**src/rtl/fuel_score_tracker_if.sv**
```systemverilog
// Bus bundle for fuel_score_tracker: game-controller inputs and tracker outputs.
interface fuel_score_tracker_if;
  logic        startOfFrame;
  logic        one_sec;
  logic        idle_request;
  logic [1:0]  speed;
  logic        addFuel;
  logic        addScore;
  logic        speedResetN;
  logic [6:0]  fuel;
  logic [13:0] score;
  logic [11:0] distance;
  logic        fuelLow;
  logic        GameOver;
  logic        GameWon;

  modport master (
    output startOfFrame, one_sec, idle_request, speed,
    output addFuel, addScore, speedResetN,
    input  fuel, score, distance, fuelLow, GameOver, GameWon
  );

  modport slave (
    input  startOfFrame, one_sec, idle_request, speed,
    input  addFuel, addScore, speedResetN,
    output fuel, score, distance, fuelLow, GameOver, GameWon
  );
endinterface

```
**src/rtl/fuel_score_tracker.sv**
```systemverilog
// Fuel / score / distance tracker for a driving game. Counters are live only
// in S_RUN; the game ends on empty fuel (takes priority) or on reaching
// WIN_DIST, and everything freezes until reset.
module fuel_score_tracker #(
  parameter int unsigned FUEL_MAX      = 100,
  parameter int unsigned FUEL_BONUS    = 20,
  parameter int unsigned CRASH_PENALTY = 10,
  parameter int unsigned SCORE_STEP    = 50,
  parameter int unsigned WIN_DIST      = 3000
) (
  input  logic                 clk,
  input  logic                 reset,
  fuel_score_tracker_if.slave  bus
);

  typedef enum logic [1:0] {
    S_IDLE = 2'd0,
    S_RUN  = 2'd1,
    S_OVER = 2'd2,
    S_WON  = 2'd3
  } state_t;

  localparam logic        [6:0]  FUEL_MAX_L = 7'(FUEL_MAX);
  localparam logic signed [8:0]  FUEL_MAX_S = 9'(FUEL_MAX);
  localparam logic signed [8:0]  BONUS_S    = 9'(FUEL_BONUS);
  localparam logic signed [8:0]  PENALTY_S  = 9'(CRASH_PENALTY);
  localparam logic        [6:0]  LOW_THRESH = 7'(FUEL_MAX / 5);
  localparam logic        [13:0] SCORE_MAX  = 14'd9999;
  localparam logic        [14:0] STEP_L     = 15'(SCORE_STEP);
  localparam logic        [11:0] WIN_L      = 12'(WIN_DIST);

  state_t        state_q, state_d;
  logic [6:0]    fuel_q, fuel_d;
  logic [13:0]   score_q, score_d;
  logic [11:0]   dist_q, dist_d;
  logic          low_q, low_d;
  logic          over_q, over_d;
  logic          won_q, won_d;

  logic          add_fuel_prev_q;
  logic          add_score_prev_q;
  logic          speed_rst_prev_q;

  logic          refuel_ev;
  logic          score_ev;
  logic          crash_ev;
  logic          burn_ev;
  logic signed [8:0] fuel_sum;
  logic [6:0]    fuel_clamped;
  logic [14:0]   score_sum;
  logic [13:0]   score_sat;
  logic [12:0]   dist_sum;
  logic [11:0]   dist_sat;

  // Edge registers follow the inputs in every state so entering S_RUN never sees a stale edge.
  always_ff @(posedge clk) begin
    if (reset) begin
      add_fuel_prev_q  <= 1'b0;
      add_score_prev_q <= 1'b0;
      speed_rst_prev_q <= 1'b1;
    end else begin
      add_fuel_prev_q  <= bus.addFuel;
      add_score_prev_q <= bus.addScore;
      speed_rst_prev_q <= bus.speedResetN;
    end
  end

  // Event detection and saturating arithmetic for the running game.
  always_comb begin
    refuel_ev = bus.addFuel & ~add_fuel_prev_q;
    score_ev  = bus.addScore & ~add_score_prev_q;
    crash_ev  = ~bus.speedResetN & speed_rst_prev_q;
    burn_ev   = bus.one_sec & (bus.speed != 2'd0);

    // Fuel adjustments are summed signed first so a crash plus burn can go
    // below zero and a refuel above capacity before the single clamp.
    fuel_sum = $signed({2'b00, fuel_q});
    if (refuel_ev) fuel_sum = fuel_sum + BONUS_S;
    if (crash_ev)  fuel_sum = fuel_sum - PENALTY_S;
    if (burn_ev)   fuel_sum = fuel_sum - 9'sd1;

    if (fuel_sum < 9'sd0) begin
      fuel_clamped = '0;
    end else if (fuel_sum > FUEL_MAX_S) begin
      fuel_clamped = FUEL_MAX_L;
    end else begin
      fuel_clamped = fuel_sum[6:0];
    end

    score_sum = {1'b0, score_q} + STEP_L;
    if (score_sum >= {1'b0, SCORE_MAX}) begin
      score_sat = SCORE_MAX;
    end else begin
      score_sat = score_sum[13:0];
    end

    dist_sum = {1'b0, dist_q} + {11'b0, bus.speed};
    if (dist_sum >= {1'b0, WIN_L}) begin
      dist_sat = WIN_L;
    end else begin
      dist_sat = dist_sum[11:0];
    end
  end

  // Next-state and next-output logic; flags are derived from the next state
  // so GameOver/GameWon rise on the same edge the state changes.
  always_comb begin
    state_d = state_q;
    fuel_d  = fuel_q;
    score_d = score_q;
    dist_d  = dist_q;

    unique case (state_q)
      S_IDLE: begin
        fuel_d  = FUEL_MAX_L;
        score_d = '0;
        dist_d  = '0;
        if (!bus.idle_request) state_d = S_RUN;
      end
      S_RUN: begin
        // The exit cycle holds all counters; empty fuel wins over a tie.
        if (fuel_q == '0) begin
          state_d = S_OVER;
        end else if (dist_q == WIN_L) begin
          state_d = S_WON;
        end else begin
          fuel_d = fuel_clamped;
          if (score_ev)         score_d = score_sat;
          if (bus.startOfFrame) dist_d  = dist_sat;
        end
      end
      S_OVER, S_WON: begin
        state_d = state_q;
      end
      default: begin
        state_d = S_IDLE;
      end
    endcase

    low_d  = (fuel_d <= LOW_THRESH);
    over_d = (state_d == S_OVER);
    won_d  = (state_d == S_WON);
  end

  // State and output registers.
  always_ff @(posedge clk) begin
    if (reset) begin
      state_q <= S_IDLE;
      fuel_q  <= FUEL_MAX_L;
      score_q <= '0;
      dist_q  <= '0;
      low_q   <= 1'b0;
      over_q  <= 1'b0;
      won_q   <= 1'b0;
    end else begin
      state_q <= state_d;
      fuel_q  <= fuel_d;
      score_q <= score_d;
      dist_q  <= dist_d;
      low_q   <= low_d;
      over_q  <= over_d;
      won_q   <= won_d;
    end
  end

  assign bus.fuel     = fuel_q;
  assign bus.score    = score_q;
  assign bus.distance = dist_q;
  assign bus.fuelLow  = low_q;
  assign bus.GameOver = over_q;
  assign bus.GameWon  = won_q;

endmodule

```
**src/flat_wrapper.sv**
```systemverilog
// flat-port wrapper written by rule: the top's interface ports become plain ports
module fuel_score_tracker_flat 
#(
  parameter int unsigned FUEL_MAX      = 100,
  parameter int unsigned FUEL_BONUS    = 20,
  parameter int unsigned CRASH_PENALTY = 10,
  parameter int unsigned SCORE_STEP    = 50,
  parameter int unsigned WIN_DIST      = 3000
)
  (clk, reset, bus_startOfFrame, bus_one_sec, bus_idle_request, bus_speed, bus_addFuel, bus_addScore, bus_speedResetN, bus_fuel, bus_score, bus_distance, bus_fuelLow, bus_GameOver, bus_GameWon);
  fuel_score_tracker_if bus_i ();
  input  logic clk;
  input  logic reset;
  input wire logic [$bits(bus_i.startOfFrame)-1:0] bus_startOfFrame;
  input wire logic [$bits(bus_i.one_sec)-1:0] bus_one_sec;
  input wire logic [$bits(bus_i.idle_request)-1:0] bus_idle_request;
  input wire logic [$bits(bus_i.speed)-1:0] bus_speed;
  input wire logic [$bits(bus_i.addFuel)-1:0] bus_addFuel;
  input wire logic [$bits(bus_i.addScore)-1:0] bus_addScore;
  input wire logic [$bits(bus_i.speedResetN)-1:0] bus_speedResetN;
  output wire logic [$bits(bus_i.fuel)-1:0] bus_fuel;
  output wire logic [$bits(bus_i.score)-1:0] bus_score;
  output wire logic [$bits(bus_i.distance)-1:0] bus_distance;
  output wire logic [$bits(bus_i.fuelLow)-1:0] bus_fuelLow;
  output wire logic [$bits(bus_i.GameOver)-1:0] bus_GameOver;
  output wire logic [$bits(bus_i.GameWon)-1:0] bus_GameWon;
  assign bus_i.startOfFrame = bus_startOfFrame;
  assign bus_i.one_sec = bus_one_sec;
  assign bus_i.idle_request = bus_idle_request;
  assign bus_i.speed = bus_speed;
  assign bus_i.addFuel = bus_addFuel;
  assign bus_i.addScore = bus_addScore;
  assign bus_i.speedResetN = bus_speedResetN;
  assign bus_fuel = bus_i.fuel;
  assign bus_score = bus_i.score;
  assign bus_distance = bus_i.distance;
  assign bus_fuelLow = bus_i.fuelLow;
  assign bus_GameOver = bus_i.GameOver;
  assign bus_GameWon = bus_i.GameWon;
  fuel_score_tracker #(.FUEL_MAX(FUEL_MAX), .FUEL_BONUS(FUEL_BONUS), .CRASH_PENALTY(CRASH_PENALTY), .SCORE_STEP(SCORE_STEP), .WIN_DIST(WIN_DIST)) u_core (.clk(clk), .reset(reset), .bus(bus_i));
endmodule
```
**config.mk**
```make
export PLATFORM = sky130hd
export DESIGN_NAME = fuel_score_tracker_flat
export DESIGN_NICKNAME = d
export VERILOG_FILES = /design/src/rtl/fuel_score_tracker_if.sv /design/src/rtl/fuel_score_tracker.sv /design/src/flat_wrapper.sv
export SDC_FILE = /design/constraint.sdc
export NUM_CORES = 1
export LEC_CHECK = 0
export ABC_AREA = 1
export BUFFER_PORTS_ARGS = -buffer_cell sky130_fd_sc_hd__buf_2
export CORE_MARGIN = 2
export CORE_UTILIZATION = 54
export CTS_CLUSTER_SIZE = 30
export DETAILED_ROUTE_END_ITERATION = 16
export GPL_TIMING_DRIVEN = 0
export PLACE_DENSITY = 0.86
export SYNTH_ARGS = -nofsm -noshare
export SYNTH_HDL_FRONTEND = slang
export SYNTH_SLANG_ARGS = --single-unit
```
**constraint.sdc**
```tcl
create_clock -name clk -period 4.1 [get_ports clk]
set_clock_uncertainty 0.15 [all_clocks]
set_input_delay 0.82 -clock clk [delete_from_list [all_inputs] [get_ports clk]]
set_output_delay 0.82 -clock clk [all_outputs]
set_load 0.005 [all_outputs]
```
==> results.toml <==
[place]
port_buffers = 44
hpwlAfterDp_um = 5680
place.gp.congestion = 0.913
pre_cts_ws_ns = 0.672
dpl-instance-area_um2 = 3320

[global_route]
track_usage_pct = 24.6
grt_pass1_vias = 2963
antenna_found_initial = 0
grt_max_degree = 14
grt_pass1_wl_um = 12500
grt_overflow = 0

[synthesis]
synth_warnings = 0
synth-seq-cells = 41
yosysTopAreaCell = "dfxtp_1"
netlist-cell-type-count = 42
synth_area_leaders = "dfxtp_1 (27%), nand2_1 (17%), inv_1 (7.4%), a21oi_1 (5.8%), nor2_1 (5.7%)"
synth_ff_type = "dfxtp_1"
synthArstFlopShare_pct = 0
syn_nets = 493
avgSynthCellArea_um2 = 6.34
syn_inst = 474
yosysSeqAreaShare_pct = 27.3
synth_top_area_share_pct = 27.3
synth_edf_count = 0
synth_area_um2 = 3010

[worst_setup_path]
cpMostUsedCell = "nand2_1"
critical_path_class = "input port to flop"
cp-start-kind = "input port"
critPathTopFamily = "simple AND/OR/NAND/NOR gates"
crit_path_max_incr_delay_ns = 0.43
cp.depth = 18
required_ns = 4.18
cp-end-kind = "flop"
worst-path-buf-inv = 3
rr_startpoint = "u_core.bus.distance[0]"
arrival_ns = 3.19
cp_slowest_cell = "fa_1"
reg2reg_depth = 17
cp_max_fo = 10
crit_chain = "buf_2 -> ha_1 -> fa_1 -> nand3_1 -> nor2_1 -> nand2_1 -> nor2_1 -> inv_1 -> nor2_1 -> or2_2 -> nor3_1 -> nand2_1 -> nand3_1 -> nand2_1 -> buf_4 -> nand2_1 -> nand2_1 -> a21oi_1"
startpoint = "bus_speed[0]"

[drt]
vias = 3129
vias_per_cell = 5.23
wl_per_cell_um = 12.2
postRouteWirelength_um = 7280
drt_pass1_iterations = 4
first_iter_violations = 195
drc = 0
ant_nets = 0

[cts]
htree_levels = 2
numCtsBuffers = 5
cts.root.buffer_cell = "clkbuf_8"
clock-sinks = 41
cts_hold_buf = 0
cts_setup_buffers = 0
clk_pin_slew_worst_paths_ns = 0.08
clockBufferDepth = 2
cts_tree = "done"
cts_resized = 0
insertion_delay_ns = 0.30

[power]
power.total_mw = 0.874
combPwrFrac_pct = 20.2
seq_power_share_pct = 47.5
power.density_nw_per_um2 = 256
power.switching_mw = 0.273
swShare_pct = 31.2
p_clk_share_pct = 32.3
p_int_mw = 0.602
peakVddDrop_uv = 225
total_leakage_power_nw = 1.67

[sta]
relSlewSlack_pct = 66.9
slew_violations = 0
min_period_over_period_pct = 76.0
tns_ns = 0
worst_slack_ns = 0.984
setup_viol = 0
max_freq_mhz = 321
rsz0062_at_grt = "false"
final_hold_viol_count = 0
tightest_slew_ns = 0.494
period_needed_ns = 3.12

[finish]
stdcell_area_um2 = 3410
drive_gt1_share_pct = 18.8
most-common-layout-cells = "nand2_1 (134), inv_1 (59), nor2_1 (46)"
area_delta_synth_final_pct = 13.5
final_nets = 544
antennaDiodeCount = 0
layout_commonest_cell = "nand2_1"

[die]
die_h_um = 78.6
core_um2 = 5440
design.die.area_um2 = 6180
io_pins = 46
num_rows = 27
die_x_um = 78.6
start_util_pct = 55.3

[hold_path]
min_from = "u_core.bus.score[8]"
holdPathStages = 2
hold_class = "flop to flop"

[outcome]
outcome = "finished, final reports clean"

[job]
cap_viol_max_count = 0
[Yosys cell counts (all sizes together), types with 2 or more instances]
library cell	count
clkbuf	7
nor4	6
buf	2
xor2	15
ha	8
xnor2	5
a21boi	2
or2	3
nand3	34
nand3b	3
nor2	53
nor3b	2
o21bai	2
nor3	9
nand4	8
o21ai	12
inv	65
nand2	150
o211ai	2
dfxtp	41
a21oi	39
[path summary, 6_finish.rpt]
kind                                               end  slack, ns
worst max-delay path            u_core.bus.distance[8]       0.98
worst min-delay path               u_core.bus.score[8]       0.34
worst max register to register  u_core.bus.distance[8]       1.20
worst min register to register     u_core.bus.score[8]       0.34
[registers in the layout, indices dropped and copies added (netlist names)]
| signal | flops |
|---|---|
| u_core.bus.score | 14 |
| u_core.bus.GameWon | 1 |
| u_core.add_fuel_prev_q | 1 |
| u_core.add_score_prev_q | 1 |
| u_core.bus.distance | 12 |
| u_core.bus.fuel | 7 |
| u_core.bus.fuelLow | 1 |
| u_core.state_q | 2 |
| u_core.bus.GameOver | 1 |
| u_core.speed_rst_prev_q | 1 |
[kinds of logic (layout without fill, tap and decap cells)]
kind of cell / count (synthesis) / in the layout / synth area share [%]
and+or+nand+nor: 269 / 269 / 41.6
xor gates and xnor gates: 20 / 20 / 5.83
DFF: 41 / 41 / 27.3
adders and majority gates: 9 / 9 / 4.00
AOI/OAI and AO/OA: 61 / 61 / 11.9
buffers and inverters: 74 / 126 / 9.41
[power by group through the flow]
stage               clock [mW]  combinational (mW)  sequential, mW
floorplan                    0               0.133           0.423
global placement             0               0.169           0.424
detailed placement           0               0.174           0.424
CTS                      0.287               0.175           0.415
global route             0.305               0.199           0.417
finish                   0.282               0.177           0.415
[metal layers]
metal	GRT usage, %	routed length [um]
met1	30.1	3310
met2	43.4	3470
met3	5.29	414
met4	6.49	86
met5	0	0
[stage by stage]
stage / std cells / util [%] / hold slack [ns]
2_1_floorplan: 474 / - / 0.324
3_3_place_gp: 590 / 61.0 / 0.316
3_5_place_dp: 590 / 61.0 / 0.325
4_1_cts: 598 / 62.7 / 0.338
5_1_grt: 598 / 62.7 / 0.380
6_report: 598 / 62.7 / 0.339
[final cells by class]
class | instances | area (um2)
buffer | 9 | 38.8
clock buffer | 6 | 82.6
clock inverter | 2 | 13.8
fill | 504 | 2030
inverter | 65 | 244
multi-input combinational | 359 | 1900
sequential | 41 | 821
tap | 72 | 90.1
timing repair buffer | 44 | 220
[tightest hold or removal path: cells and delay by family, from the launching register on]
family / cells / cell delay, ns
flip-flops: 1 / 0.33
AND/OR/NAND/NOR: 1 / 0.06
AO/OA/AOI/OAI: 1 / 0.06
Note: power is estimated with default switching activity, not from simulation.
